$ cat config.mk
export PLATFORM = sky130hd
export DESIGN_NAME = cpu_if_block_flat
export DESIGN_NICKNAME = d
export VERILOG_FILES = /design/src/rtl/cpu_if_block_if.sv /design/src/rtl/cpu_if_block.sv /design/src/flat_wrapper.sv
export SDC_FILE = /design/constraint.sdc
export NUM_CORES = 1
export LEC_CHECK = 0
export CORE_ASPECT_RATIO = 0.75
export CORE_MARGIN = 1
export CORE_UTILIZATION = 42
export CTS_BUF_LIST = sky130_fd_sc_hd__clkbuf_4 sky130_fd_sc_hd__clkbuf_8 sky130_fd_sc_hd__clkbuf_16
export DETAILED_ROUTE_END_ITERATION = 12
export PLACE_DENSITY = 0.9
export SYNTH_ARGS = -nofsm -noshare
export SYNTH_HDL_FRONTEND = slang
export SYNTH_SLANG_ARGS = --single-unit
$ cat constraint.sdc
create_clock -name clk -period 2.1 [get_ports clk]
set_input_delay 0.525 -clock clk [delete_from_list [all_inputs] [get_ports clk]]
set_output_delay 0.525 -clock clk [all_outputs]
set_load 0.02 [all_outputs]
$ cat src/rtl/cpu_if_block_if.sv
// CPU bus bundle for cpu_if_block: chip select, control/data select, strobes, data and interrupt.
// Latency: n/a (wires only).
// Backpressure: none; the CPU bus is strobe-driven and never stalls.
// Ports: master = CPU side (drives select/strobes/write data), slave = block side (drives read data, n_int).
interface cpu_if_block_if;
    logic       n_cs;      // active-low chip select
    logic       c_nd;      // 1 = control/status, 0 = data
    logic       n_wr;      // active-low write strobe
    logic       n_rd;      // active-low read strobe
    logic [7:0] data_in;   // CPU write data
    logic [7:0] data_out;  // CPU read data (registered)
    logic       n_int;     // active-low interrupt

    modport master (
        output n_cs, c_nd, n_wr, n_rd, data_in,
        input  data_out, n_int
    );

    modport slave (
        input  n_cs, c_nd, n_wr, n_rd, data_in,
        output data_out, n_int
    );
endinterface

$ cat src/rtl/cpu_if_block.sv
// CPU register interface for a UART: mode/command programming, tx/rx data, sticky status.
// Latency: one clock from strobe edge to register update / read data / strobe pulse.
// Backpressure: none; accesses are edge events and the serial side is told via one-cycle pulses.
// Ports: clk/rst_n; cpu (CPU bus, slave modport); tx_data_out/rx_data_in byte paths;
//        line config (parity, extra_stop_bit, eight_data_bits, clk_div_baud_out, break_en);
//        rdy gating (tx/rx_rdy_en, tx_rdy, rx_rdy); n_rd_out/n_wr_out pulses; error/ready inputs;
//        n_external_reset to the serial engines.
module cpu_if_block (
    input  logic         clk,
    input  logic         rst_n,
    cpu_if_block_if.slave cpu,
    output logic [7:0]   tx_data_out,
    input  logic [7:0]   rx_data_in,
    output logic         tx_rdy,
    output logic         rx_rdy,
    output logic [1:0]   parity,
    output logic         extra_stop_bit,
    output logic         eight_data_bits,
    output logic         break_en,
    output logic         rx_rdy_en,
    output logic         tx_rdy_en,
    output logic [31:0]  clk_div_baud_out,
    output logic         n_rd_out,
    output logic         n_wr_out,
    input  logic         frame_error_in,
    input  logic         parity_error_in,
    input  logic         overrun_error_in,
    input  logic         tx_rdy_in,
    input  logic         rx_rdy_in,
    output logic         n_external_reset
);

    typedef enum logic {
        EXPECT_MODE = 1'b0,
        EXPECT_CMD  = 1'b1
    } state_t;

    state_t     state;
    logic [1:0] baud_sel;
    logic       wr_q;       // previous n_wr sample
    logic       rd_q;       // previous n_rd sample
    logic       fe, pe, oe; // sticky error flags
    logic       int_rst;    // one-cycle soft-reset pulse from command bit 6

    logic       wr_evt, rd_evt, ctl_wr, dat_wr, clear_err;
    logic [7:0] status;

    // Event = first sampled-low cycle of a strobe; a write masks a simultaneous read.
    assign wr_evt    = ~cpu.n_cs & ~cpu.n_wr & wr_q;
    assign rd_evt    = ~cpu.n_cs & ~cpu.n_rd & rd_q & ~wr_evt;
    assign ctl_wr    = wr_evt &  cpu.c_nd;
    assign dat_wr    = wr_evt & ~cpu.c_nd;
    assign clear_err = ctl_wr & (state == EXPECT_CMD) & cpu.data_in[4];

    assign tx_rdy = tx_rdy_in & tx_rdy_en;
    assign rx_rdy = rx_rdy_in & rx_rdy_en;
    assign status = {2'b00, fe, oe, pe, tx_rdy_in, rx_rdy, tx_rdy};

    assign cpu.n_int        = ~(rx_rdy | fe | pe | oe);
    assign n_external_reset = rst_n & ~int_rst;

    always_comb begin
        clk_div_baud_out = 32'd5208;
        case (baud_sel)
            2'b00: clk_div_baud_out = 32'd5208;
            2'b01: clk_div_baud_out = 32'd1302;
            2'b10: clk_div_baud_out = 32'd434;
            2'b11: clk_div_baud_out = 32'd868;
            default: clk_div_baud_out = 32'd5208;
        endcase
    end

    always_ff @(posedge clk or negedge rst_n) begin
        if (!rst_n) begin
            state           <= EXPECT_MODE;
            baud_sel        <= 2'b00;
            eight_data_bits <= 1'b0;
            parity          <= 2'b00;
            extra_stop_bit  <= 1'b0;
            tx_rdy_en       <= 1'b0;
            rx_rdy_en       <= 1'b0;
            break_en        <= 1'b0;
            // Strobe history starts high so a strobe already low at release counts.
            wr_q            <= 1'b1;
            rd_q            <= 1'b1;
            fe              <= 1'b0;
            pe              <= 1'b0;
            oe              <= 1'b0;
            int_rst         <= 1'b0;
            n_rd_out        <= 1'b1;
            n_wr_out        <= 1'b1;
            tx_data_out     <= 8'h00;
            cpu.data_out    <= 8'h00;
        end else begin
            wr_q     <= cpu.n_wr;
            rd_q     <= cpu.n_rd;
            n_wr_out <= ~dat_wr;
            n_rd_out <= ~(rd_evt & ~cpu.c_nd);
            int_rst  <= 1'b0;

            if (ctl_wr) begin
                case (state)
                    EXPECT_MODE: begin
                        baud_sel        <= cpu.data_in[1:0];
                        eight_data_bits <= (cpu.data_in[3:2] == 2'b11);
                        parity          <= cpu.data_in[4] ? (cpu.data_in[5] ? 2'b10 : 2'b01) : 2'b00;
                        extra_stop_bit  <= cpu.data_in[7];
                        state           <= EXPECT_CMD;
                    end
                    EXPECT_CMD: begin
                        if (cpu.data_in[6]) begin
                            // Soft reset: back to mode programming with defaults.
                            state           <= EXPECT_MODE;
                            baud_sel        <= 2'b00;
                            eight_data_bits <= 1'b0;
                            parity          <= 2'b00;
                            extra_stop_bit  <= 1'b0;
                            tx_rdy_en       <= 1'b0;
                            rx_rdy_en       <= 1'b0;
                            break_en        <= 1'b0;
                            int_rst         <= 1'b1;
                        end else begin
                            tx_rdy_en <= cpu.data_in[0];
                            rx_rdy_en <= cpu.data_in[2];
                            break_en  <= cpu.data_in[3];
                        end
                    end
                    default: state <= EXPECT_MODE;
                endcase
            end

            if (dat_wr) begin
                tx_data_out <= cpu.data_in;
            end

            if (rd_evt) begin
                cpu.data_out <= cpu.c_nd ? status : rx_data_in;
            end

            // Set has priority over a same-cycle clear.
            fe <= frame_error_in   | (fe & ~clear_err);
            pe <= parity_error_in  | (pe & ~clear_err);
            oe <= overrun_error_in | (oe & ~clear_err);
        end
    end

endmodule

$ cat src/flat_wrapper.sv
// flat-port wrapper written by rule: the top's interface ports become plain ports
module cpu_if_block_flat 
  (clk, rst_n, tx_data_out, rx_data_in, tx_rdy, rx_rdy, parity, extra_stop_bit, eight_data_bits, break_en, rx_rdy_en, tx_rdy_en, clk_div_baud_out, n_rd_out, n_wr_out, frame_error_in, parity_error_in, overrun_error_in, tx_rdy_in, rx_rdy_in, n_external_reset, cpu_n_cs, cpu_c_nd, cpu_n_wr, cpu_n_rd, cpu_data_in, cpu_data_out, cpu_n_int);
  cpu_if_block_if cpu_i ();
  input  logic clk;
  input  logic rst_n;
  output logic [7:0] tx_data_out;
  input  logic [7:0] rx_data_in;
  output logic tx_rdy;
  output logic rx_rdy;
  output logic [1:0] parity;
  output logic extra_stop_bit;
  output logic eight_data_bits;
  output logic break_en;
  output logic rx_rdy_en;
  output logic tx_rdy_en;
  output logic [31:0] clk_div_baud_out;
  output logic n_rd_out;
  output logic n_wr_out;
  input  logic frame_error_in;
  input  logic parity_error_in;
  input  logic overrun_error_in;
  input  logic tx_rdy_in;
  input  logic rx_rdy_in;
  output logic n_external_reset;
  input wire logic [$bits(cpu_i.n_cs)-1:0] cpu_n_cs;
  input wire logic [$bits(cpu_i.c_nd)-1:0] cpu_c_nd;
  input wire logic [$bits(cpu_i.n_wr)-1:0] cpu_n_wr;
  input wire logic [$bits(cpu_i.n_rd)-1:0] cpu_n_rd;
  input wire logic [$bits(cpu_i.data_in)-1:0] cpu_data_in;
  output wire logic [$bits(cpu_i.data_out)-1:0] cpu_data_out;
  output wire logic [$bits(cpu_i.n_int)-1:0] cpu_n_int;
  assign cpu_i.n_cs = cpu_n_cs;
  assign cpu_i.c_nd = cpu_c_nd;
  assign cpu_i.n_wr = cpu_n_wr;
  assign cpu_i.n_rd = cpu_n_rd;
  assign cpu_i.data_in = cpu_data_in;
  assign cpu_data_out = cpu_i.data_out;
  assign cpu_n_int = cpu_i.n_int;
  cpu_if_block u_core (.clk(clk), .rst_n(rst_n), .cpu(cpu_i), .tx_data_out(tx_data_out), .rx_data_in(rx_data_in), .tx_rdy(tx_rdy), .rx_rdy(rx_rdy), .parity(parity), .extra_stop_bit(extra_stop_bit), .eight_data_bits(eight_data_bits), .break_en(break_en), .rx_rdy_en(rx_rdy_en), .tx_rdy_en(tx_rdy_en), .clk_div_baud_out(clk_div_baud_out), .n_rd_out(n_rd_out), .n_wr_out(n_wr_out), .frame_error_in(frame_error_in), .parity_error_in(parity_error_in), .overrun_error_in(overrun_error_in), .tx_rdy_in(tx_rdy_in), .rx_rdy_in(rx_rdy_in), .n_external_reset(n_external_reset));
endmodule
* Yosys cells after proc, flatten, opt, wreduce, memory -nomap -nowiden
Cells that the tools add are included.
Word-level totals: register bits 34, input port bits 27
Operators by class: equal/unequal tests 5, mux-type cells 18, bitwise gates (word level) 33, reductions and logical operators 3
Operator list (number):
- $pmux 32 s4 | 1
- $and 1x1->1 | 16
- $not 1->1 | 11
- $mux 1 | 8
- $mux 8 | 1
- $pmux 2 s2 | 2
- $eq 2x2->1 const B | 3
- $mux 2 | 3
- $or 1x1->1 | 6
- $pmux 1 s2 | 3
- $reduce_and 2->1 | 2
- $eq 2x1->1 const B | 1
- $logic_not 2->1 | 1
- $ne 2x2->1 const B | 1

* Longest topological paths before layout
Gate-level depths: netlist of the first run.
depth after elaboration 9, gate-level depth with buffers 4

* Worst setup path before layout of the first run
Ideal clock, no wire load.
path kind input-to-output, start point in rx_rdy_in, end point out cpu_n_int, arrival 1.401 ns, path slack 0.174 ns, stages on the path 2, path buffers 0, path through and2_1 > nor4_1
Between the ends: word-level cells in the longest chain between the ends 5
Ends and longest elaborated chain:
- from (decl) | line flat_wrapper.sv:24 | input logic rx_rdy_in;
- $and 1x1->1 | line cpu_if_block.sv:56 | assign rx_rdy = rx_rdy_in & rx_rdy_en;
- $or 1x1->1 (3 in series) | line cpu_if_block.sv:59 | assign cpu.n_int = ~(rx_rdy | fe | pe | oe);
- $not 1->1 | line cpu_if_block.sv:59
- to (decl) | line flat_wrapper.sv:32 | output wire logic [$bits(cpu_i.n_int)-1:0] cpu_n_int;
Every way passes these cells.

* Worst setup path in the final report of the first run
start point reg u_core.baud_sel[1], end point out clk_div_baud_out[5]
Between the ends: word-level cells in the longest chain between the ends 2, elaborated cells on any way between the ends 5, classes of those cells eq/ne (3); mux (1); reduce/logical (1)
Ends and longest elaborated chain:
- from (decl) | line cpu_if_block.sv:39 | logic [1:0] baud_sel;
- from (signal assigned) | line cpu_if_block.sv:104 | baud_sel <= cpu.data_in[1:0];
- $eq 2x2->1 (tied with other cells) | line cpu_if_block.sv:64 | case (baud_sel)
- $pmux 32 s4 (*) | line cpu_if_block.sv:64
- to (decl) | line flat_wrapper.sv:17 | output logic [31:0] clk_div_baud_out;
Mark *: on every way between the ends. The rest lies on a longest branch, timed or not. The select of a mux whose other input is x is not followed.

==> results of run 1 <==
==> per-layer routing <==
metal	GRT usage	part of all wire	vias up
met2	0.270	0.47	55
met3	0.0636	0.082	3
met1	0.226	0.43	562
met5	0	0	-
li1	-	-	568
met4	0.0635	0.0086	0
==> layout by cell type, fill, tap and decap left out, drive strengths merged, types with 2 or more instances in the layout <==
master          n
clkdlybuf4s50  51
dfrtp          30
mux2           23
conb           21
buf            13
inv             9
dlygate4sd2     9
clkbuf          7
nor2b           6
ha              6
nor2            5
dfstp           4
or2             3
a21o            3
a32o            3
a22o            3
and2            3
mux2i           2
clkinv          2
nand3           2
==> kinds of logic (layout without fill, tap and decap cells) <==
kind of cell    count (synthesis)  in the layout
mux                            25             25
other cells                     1             21
simple gates                   25             25
fa+ha+maj                       6              6
flops                          34             34
buf+inv                        33             93
compound gates                 10             10
==> cell type report <==
type | instances | area, sq um
Clock buffer | 5 | 68.8
Clock inverter | 2 | 10.0
Fill cell | 316 | 1290
Inverter | 9 | 33.8
Multi-Input combinational cell | 87 | 692
Sequential cell | 34 | 856
Tap cell | 52 | 65.1
Timing Repair Buffer | 77 | 739
==> where the power goes <==
part           switching [mW]  internal, mW
logic                   0.388         0.396
clock network           0.223         0.222
registers              0.0617         0.763
==> synthesized netlist by cell type <==
cell and count:
nand2_1 1, nor4_1 1, conb_1 1, and3_2 1, and2_4 1, a32o_2 3, dfrtp_1 30, a21o_1 3
nor3_4 1, buf_6 2, and4bb_4 1, nand3_2 1, or2_2 3, nand2b_1 1, ha_1 6, buf_4 22
mux2i_1 2, a22o_2 3, nor2b_1 6, o21ai_1 1, mux2_2 23, nand3_1 1, and2_1 2, nor2_1 5
dfstp_2 4, inv_1 9
==> how the worst max path moves through the flow <==
stage | slack (ps) | cells after the start | endpoint | start
after floorplan | 170 | 2 | cpu_n_int | rx_rdy_in
after global placement | -370 | 4 | cpu_n_int | rx_rdy_in
after detailed placement | -370 | 4 | cpu_n_int | rx_rdy_in
after CTS | 30 | 4 | rx_rdy | rx_rdy_in
after global routing | 0.06 | 4 | cpu_n_int | rx_rdy_in
final | 90 | 3 | clk_div_baud_out[5] | u_core.baud_sel[1]
==> flip-flops by register name, indices dropped and copies added, names as in the netlist, 2 cells and up <==
register,count
u_core.cpu.data_out,8
u_core.baud_sel,2
u_core.tx_data_out,8
u_core.parity,2
==> repair_timing <==
| item | 4_1_cts | 5_1_grt |
|---|---|---|
| setup buffers | 1 | 1 |
| endpoints found under the setup margin | 13 | 5 |
| resized for setup | 20 | 4 |
==> impl_metrics.tcl, run 1 <==
set metrics [dict create \
    num_vias 1188 \
    ios 88 \
    critPathLaunchType "register" \
    wire_per_inst_microns 12.6 \
    cp_max_fo 5 \
    grtUsageTotal 0.175 \
    finalSetupViolCount 0 \
    maxSlewViolCount 0 \
    area_growth_pct 45.5 \
    start_util 0.451 \
    clk_pin_slew_worst_paths_ps 70 \
    synthMuxAreaShare 0.165 \
    synth-simple-area-share 0.0990 \
    crit_arrival_ps 1490 \
    diodes 0 \
    avgSynthCellArea_sq_um 12.6 \
    max_stage_delay_ps 420 \
    numCtsBuffers 5 \
    die_h_microns 57 \
    status "finished, final reports clean" \
    synth_top_family_by_area "multiplexers" \
    synth_top_area_cell "dfrtp_1" \
    stdcell_count 266 \
    first_pass_iters 4 \
    synth.top_cell.area_share 0.443 \
    finalNetCount 247 \
    fmax_ghz 0.497 \
    placed_area_sq_um 2390 \
    syn_area_sq_um 1690 \
    portBuffers 66 \
    drt_iter0_drc 22 \
    cpLargestDelayFamily "flip-flops" \
    finalPower_mw 2.05 \
    final_antenna_net_count 0 \
    fin_util 0.656 \
    r2r_end "u_core.extra_stop_bit" \
    drc 0 \
    cts_tree "done" \
    period_needed_ps 2010 \
    holdWs_ps 280 \
    drive_gt1_frac 0.294 \
    path_class "reg2out" \
    dpl.hpwl_microns 2570 \
    ys_ff_latch 34 \
    syn-instance-count 134 \
    dp.cells 257 \
    place_congestion 0.673 \
    cts.sinks 34 \
    reg2reg_slack_ps 670 \
    r2r-start "u_core.wr_q" \
    worstSkewPairLatency_ps 280 \
    design_area_sq_um 2460 \
    rsz0062_at_grt "no" \
    crit_required_ps 1570 \
    slowest_stage "dfrtp_1" \
    viasPerCell 4.47 \
    hold_viol_final 0 \
    yosysSeqAreaShare 0.505 \
    antenna_found_initial 0 \
    peakVddDrop_uv 603 \
    rr_worst_depth 3 \
    row_count 19 \
    synth_xor_area_frac 0 \
    die_x_microns 75.3 \
    htree_levels 2 \
    finalWirelength_microns 3360 \
    clockBufferDepth 2 \
    synth_fa_ha_area_frac 0.0443 \
    leakage_nw 1.16 \
    grt_remaining_overflow 0 \
    end_kind "output pin" \
    grt_pass1_wl_microns 5490 \
    synthDistinctLibCells 26 \
    core_area_sq_um 3760 \
    die-area_sq_um 4290 \
    ys.warnings.count 0 \
    hold_class "in2async" \
    grt_max_degree 35 \
    path_buf_inv 1 \
    pre_cts_ws_ps -368 \
    path_cells "ha_1 > or2_2 > clkdlybuf4s15_1" \
    maxCapViolations 0 \
    synthTopCellsByArea "dfrtp_1, mux2_2, buf_4" \
    powerDensity_nw_per_um2 833 \
    clock-root-buffer "clkbuf_8" \
    worst_slack_ps 88.3 \
    synth_compound_gate_area_share 0.0539 \
    grt_pass1_vias 1171 \
    hold_buffers 0 \
    period_share 0.958 \
    setup_tns_ps 0 \
    fin_skew_ps 5.62 \
]
No activity file was read; power rests on OpenSTA's default activity.
==> run 2, diff against run 1 <==
CORE_MARGIN = 5   (was 1)
==> run 2 against run 1 <==
Against the previous run: design area is 0.66% lower; utilization is 4.1 points lower; register-to-register slack hardly changed; sequential power hardly changed; hold slack better by 9.9 ps; critical path depth stayed put; first-iteration DRC count is 150% higher; clock skew is 0.71 ps lower; maximum frequency is 1.3% higher; non-clock buffer count is 2 lower; clock power hardly changed; critical endpoint is now tx_rdy; largest cell class unchanged; worst setup slack better by 26 ps.
==> impl_metrics.tcl, run 2 (synthesized netlist as in run 1, its figures left out) <==
set metrics [dict create \
    use_met2 0.220 \
    period_needed_ps 1990 \
    final_common_cell "clkdlybuf4s50_1" \
    setup_tns_ps 0 \
    dpl.hpwl_microns 2830 \
    pre_cts_ws_ps -368 \
    period_share 0.945 \
    hold_buffers 0 \
    multi_input_area_sq_um 701 \
    worst_slack_ps 115 \
    reg_top3 "u_core.cpu.data_out x8, u_core.tx_data_out x8" \
    num_vias 1213 \
    maxSlewViolCount 0 \
    area_growth_pct 44.5 \
    leakage_nw 1.16 \
    portBuffers 66 \
    critPathLaunchType "input pin" \
    die_h_microns 65 \
    peakVddDrop_uv 521 \
    hold_class "in2async" \
    final_antenna_net_count 0 \
    layout.area.seq_sq_um 856 \
    start_util 0.426 \
    drc 0 \
    clk_pin_slew_worst_paths_ps 70 \
    rsz0062_at_grt "no" \
    crit_arrival_ps 1460 \
    path_class "in2out" \
    crit_required_ps 1570 \
    first_pass_iters 4 \
    r2r-start "u_core.wr_q" \
    worstSetupStartpoint "tx_rdy_in" \
    grt_pass1_vias 1296 \
    ios 88 \
    clock-root-buffer "clkbuf_8" \
    cts_tree "done" \
    grt_pass1_wl_microns 6070 \
    core_area_sq_um 3980 \
    fin_util 0.615 \
    grt_max_degree 35 \
    end_kind "output pin" \
    finalNetCount 245 \
    place_congestion 0.662 \
    finalSetupViolCount 0 \
    met1_usage 0.169 \
    maxCapViolations 0 \
    fin_skew_ps 4.91 \
    top_usage_layer "met2" \
    numCtsBuffers 5 \
    worstSkewPairLatency_ps 280 \
    gr-usage-met3 0.0724 \
    finalWirelength_microns 3630 \
    powerDensity_nw_per_um2 834 \
    layout_common_cells "clkdlybuf4s50_1, dfrtp_1, mux2_2, conb_1, inv_1" \
    finalPower_mw 2.04 \
    cts.sinks 34 \
    tightest_slew_ps 497 \
    hold_viol_final 0 \
    wire_per_inst_microns 13.6 \
    diodes 0 \
    die-area_sq_um 5420 \
    clockBufferDepth 2 \
    row_count 20 \
    die_x_microns 83.3 \
    htree_levels 2 \
    drive_gt1_frac 0.302 \
    drt_iter0_drc 54 \
    cp_max_fo 2 \
    antenna_found_initial 0 \
    fill_cells 323 \
    fmax_ghz 0.504 \
    viasPerCell 4.54 \
    grt_remaining_overflow 0 \
    status "finished, final reports clean" \
    slew_headroom 0.667 \
    grtUsageTotal 0.141 \
]
## run 2: timing repair
| item | 4_1_cts | 5_1_grt |
|---|---|---|
| gates resized for setup | 19 | 8 |
| buffers inserted | 2 | 0 |
| pin swaps | 0 | 0 |
| endpoints found under the setup margin | 13 | 7 |
## run 2: routing by layer
layer  vias up  routed length (microns)
li1        561                        -
met1       595                     1550
met2        52                     1640
met3         5                      403
met4         0                       28
met5         -                        0
## run 2: worst paths after layout
kind,endpoint,slack [ps],cells past startpoint
worst min-delay path,u_core.tx_data_out[2],290,2
worst max register to register,u_core.tx_data_out[2],680,4
max in group asynchronous,u_core.wr_q,1470,2
worst max-delay path,tx_rdy,110,3
min in group clk,u_core.parity[0],500,1
worst min register to register,u_core.parity[0],500,1
## run 2: final cells by class
cell class,instances,area share
flip-flops and latches,34,0.350
repair buffers,75,0.290
well taps,55,0.0281
clock buffers,5,0.0281
clock inverters,2,0.00409
inverters,9,0.0138
multi-input cells,87,0.286
## run 2: critical path, stage by stage
cell,delay [ps]
clkdlybuf4s50_1,470
and2_1,130
dlygate4sd2_1,330
## run 2: stage by stage
stage / cell area (sq um) / hold WS (ps) / std cells
after global routing: 2450 / 320 / 267
after CTS: 2450 / 299 / 267
after detailed placement: 2370 / 486 / 258
after global placement: 2370 / 478 / 258
after floorplan: 1770 / 229 / 154
final: 2450 / 290 / 267
## run 2: where the power goes
group	total, mW	internal [mW]	switching [mW]
Combinational	0.774	0.386	0.388
Sequential	0.826	0.763	0.0629
Clock	0.443	0.222	0.221
==> run 3, diff against run 2 <==
PLACE_DENSITY = not set   (was 0.9)
PLACE_DENSITY_LB_ADDON = 0.2   (was not set)
REMOVE_ABC_BUFFERS = 1   (was not set)
==> run 3 against run 2 <==
Against the previous run: sequential power barely moved; combinational power rose by 1%; clock power rose by 13%; critical path depth rose by 1; sequential cell count did not move; die area did not move; register-to-register slack barely moved; non-clock buffer count rose by 1; first-iteration DRC count fell by 59%.
==> impl_metrics.tcl, run 3 (synthesized netlist as in run 1, its figures left out) <==
set metrics [dict create \
    status "finished, final reports clean" \
    clk_pin_slew_worst_paths_ps 70 \
    worst_slack_ps 50.2 \
    end_kind "output pin" \
    holdWs_ps 501 \
    fin_skew_ps 2.99 \
    hold_class "reg2reg" \
    row_count 20 \
    dp.cells 259 \
    max_stage_delay_ps 400 \
    portBuffers 66 \
    path_class "reg2out" \
    cts_tree "done" \
    placed_area_sq_um 2380 \
    final_antenna_net_count 0 \
    path_cells "buf_4 > ha_1 > or2_2 > clkdlybuf4s15_1" \
    grt_max_degree 35 \
    final_common_cell "clkdlybuf4s50_1" \
    finalPower_mw 2.11 \
    start_util 0.426 \
    stdcell_count 269 \
    cp_max_fo 3 \
    multi_input_area_sq_um 698 \
    fill_cells 336 \
    grt_remaining_overflow 0 \
    crit_arrival_ps 1520 \
    drc 0 \
    drt_iter0_drc 22 \
    drive_gt1_frac 0.294 \
    slowest_stage "dfrtp_1" \
    die-area_sq_um 5420 \
    finalNetCount 246 \
    grt_pass1_wl_microns 6230 \
    layout_common_cells "clkdlybuf4s50_1, dfrtp_1, mux2_2, conb_1, dlygate4sd2_1" \
    grtUsageTotal 0.148 \
    htree_levels 2 \
    fin_util 0.622 \
    period_needed_ps 2050 \
    place_congestion 0.740 \
    antenna_found_initial 0 \
    worstSkewPairLatency_ps 280 \
    num_vias 1222 \
    ios 88 \
    clock-root-buffer "clkbuf_8" \
    cts.sinks 34 \
    finalWirelength_microns 3780 \
    finalSetupViolCount 0 \
    period_share 0.976 \
    setup_tns_ps 0 \
    reg_top3 "u_core.cpu.data_out x8, u_core.tx_data_out x8" \
    hold_viol_final 0 \
    grt_pass1_vias 1328 \
    leakage_nw 1.16 \
    first_pass_iters 4 \
    hold_buffers 0 \
    maxCapViolations 0 \
    pre_cts_ws_ps -428 \
    design_area_sq_um 2470 \
    numCtsBuffers 5 \
    area_growth_pct 46.1 \
    critPathLaunchType "register" \
    die_h_microns 65 \
    peakVddDrop_uv 496 \
    diodes 0 \
    viasPerCell 4.54 \
    powerDensity_nw_per_um2 852 \
    core_area_sq_um 3980 \
    path_buf_inv 2 \
    die_x_microns 83.3 \
    dpl.hpwl_microns 2970 \
    clockBufferDepth 2 \
    layout.area.seq_sq_um 856 \
    crit_required_ps 1570 \
    wire_per_inst_microns 14.1 \
    maxSlewViolCount 0 \
    fmax_ghz 0.488 \
    cpLargestDelayFamily "buffers and inverters" \
]
## run 3: cell count changes in the layout (fill, tap and decap cells not counted)
cell / before / now
buf_4: 8 / 9
dlymetal6s2s_1: 2 / 1
clkinv_2: 2 / 1
ha_1: 5 / 6
dlygate4sd2_1: 8 / 10
clkbuf_8: 5 / 6
clkbuf_4: 0 / 1
buf_2: 3 / 1
ha_2: 1 / 0
clkdlybuf4s15_1: 0 / 1
## run 3: final timing paths
check / slack [ps] / depth (start not counted) / from / endpoint
min reg2reg: 500 / 1 / u_core.parity[1] / u_core.parity[1]
max reg2reg: 680 / 4 / u_core.wr_q / u_core.tx_data_out[1]
max in group asynchronous: 1090 / 2 / rst_n / u_core.n_wr_out
max: 50 / 4 / u_core.baud_sel[1] / clk_div_baud_out[5]
min: 500 / 1 / u_core.parity[1] / u_core.parity[1]
min in group asynchronous: 690 / 2 / rst_n / u_core.tx_rdy_en
## run 3: layout make-up
class,count,area share
Multi-Input combinational cell,87,0.282
Sequential cell,34,0.346
Inverter,9,0.0137
Tap cell,55,0.0278
Timing Repair Buffer,76,0.292
Clock inverter,1,0.00202
Clock buffer,7,0.0364
## run 3: what timing repair did
action | in CTS | in global routing
buffers inserted | 1 | 1
pin swaps | 0 | 0
setup endpoints to repair | 13 | 6
gates resized for setup | 19 | 6
## run 3: layer usage
metal	vias to the layer above	GRT usage	wire, microns
met2	61	0.256	1870
met1	590	0.163	1540
met4	0	0.0796	82
met5	-	0	0
li1	565	-	-
met3	6	0.0470	291
## run 3: power by group
part	total (mW)	switching (mW)	internal, mW
sequential	0.824	0.0607	0.763
clock	0.500	0.223	0.277
combinational	0.784	0.393	0.391
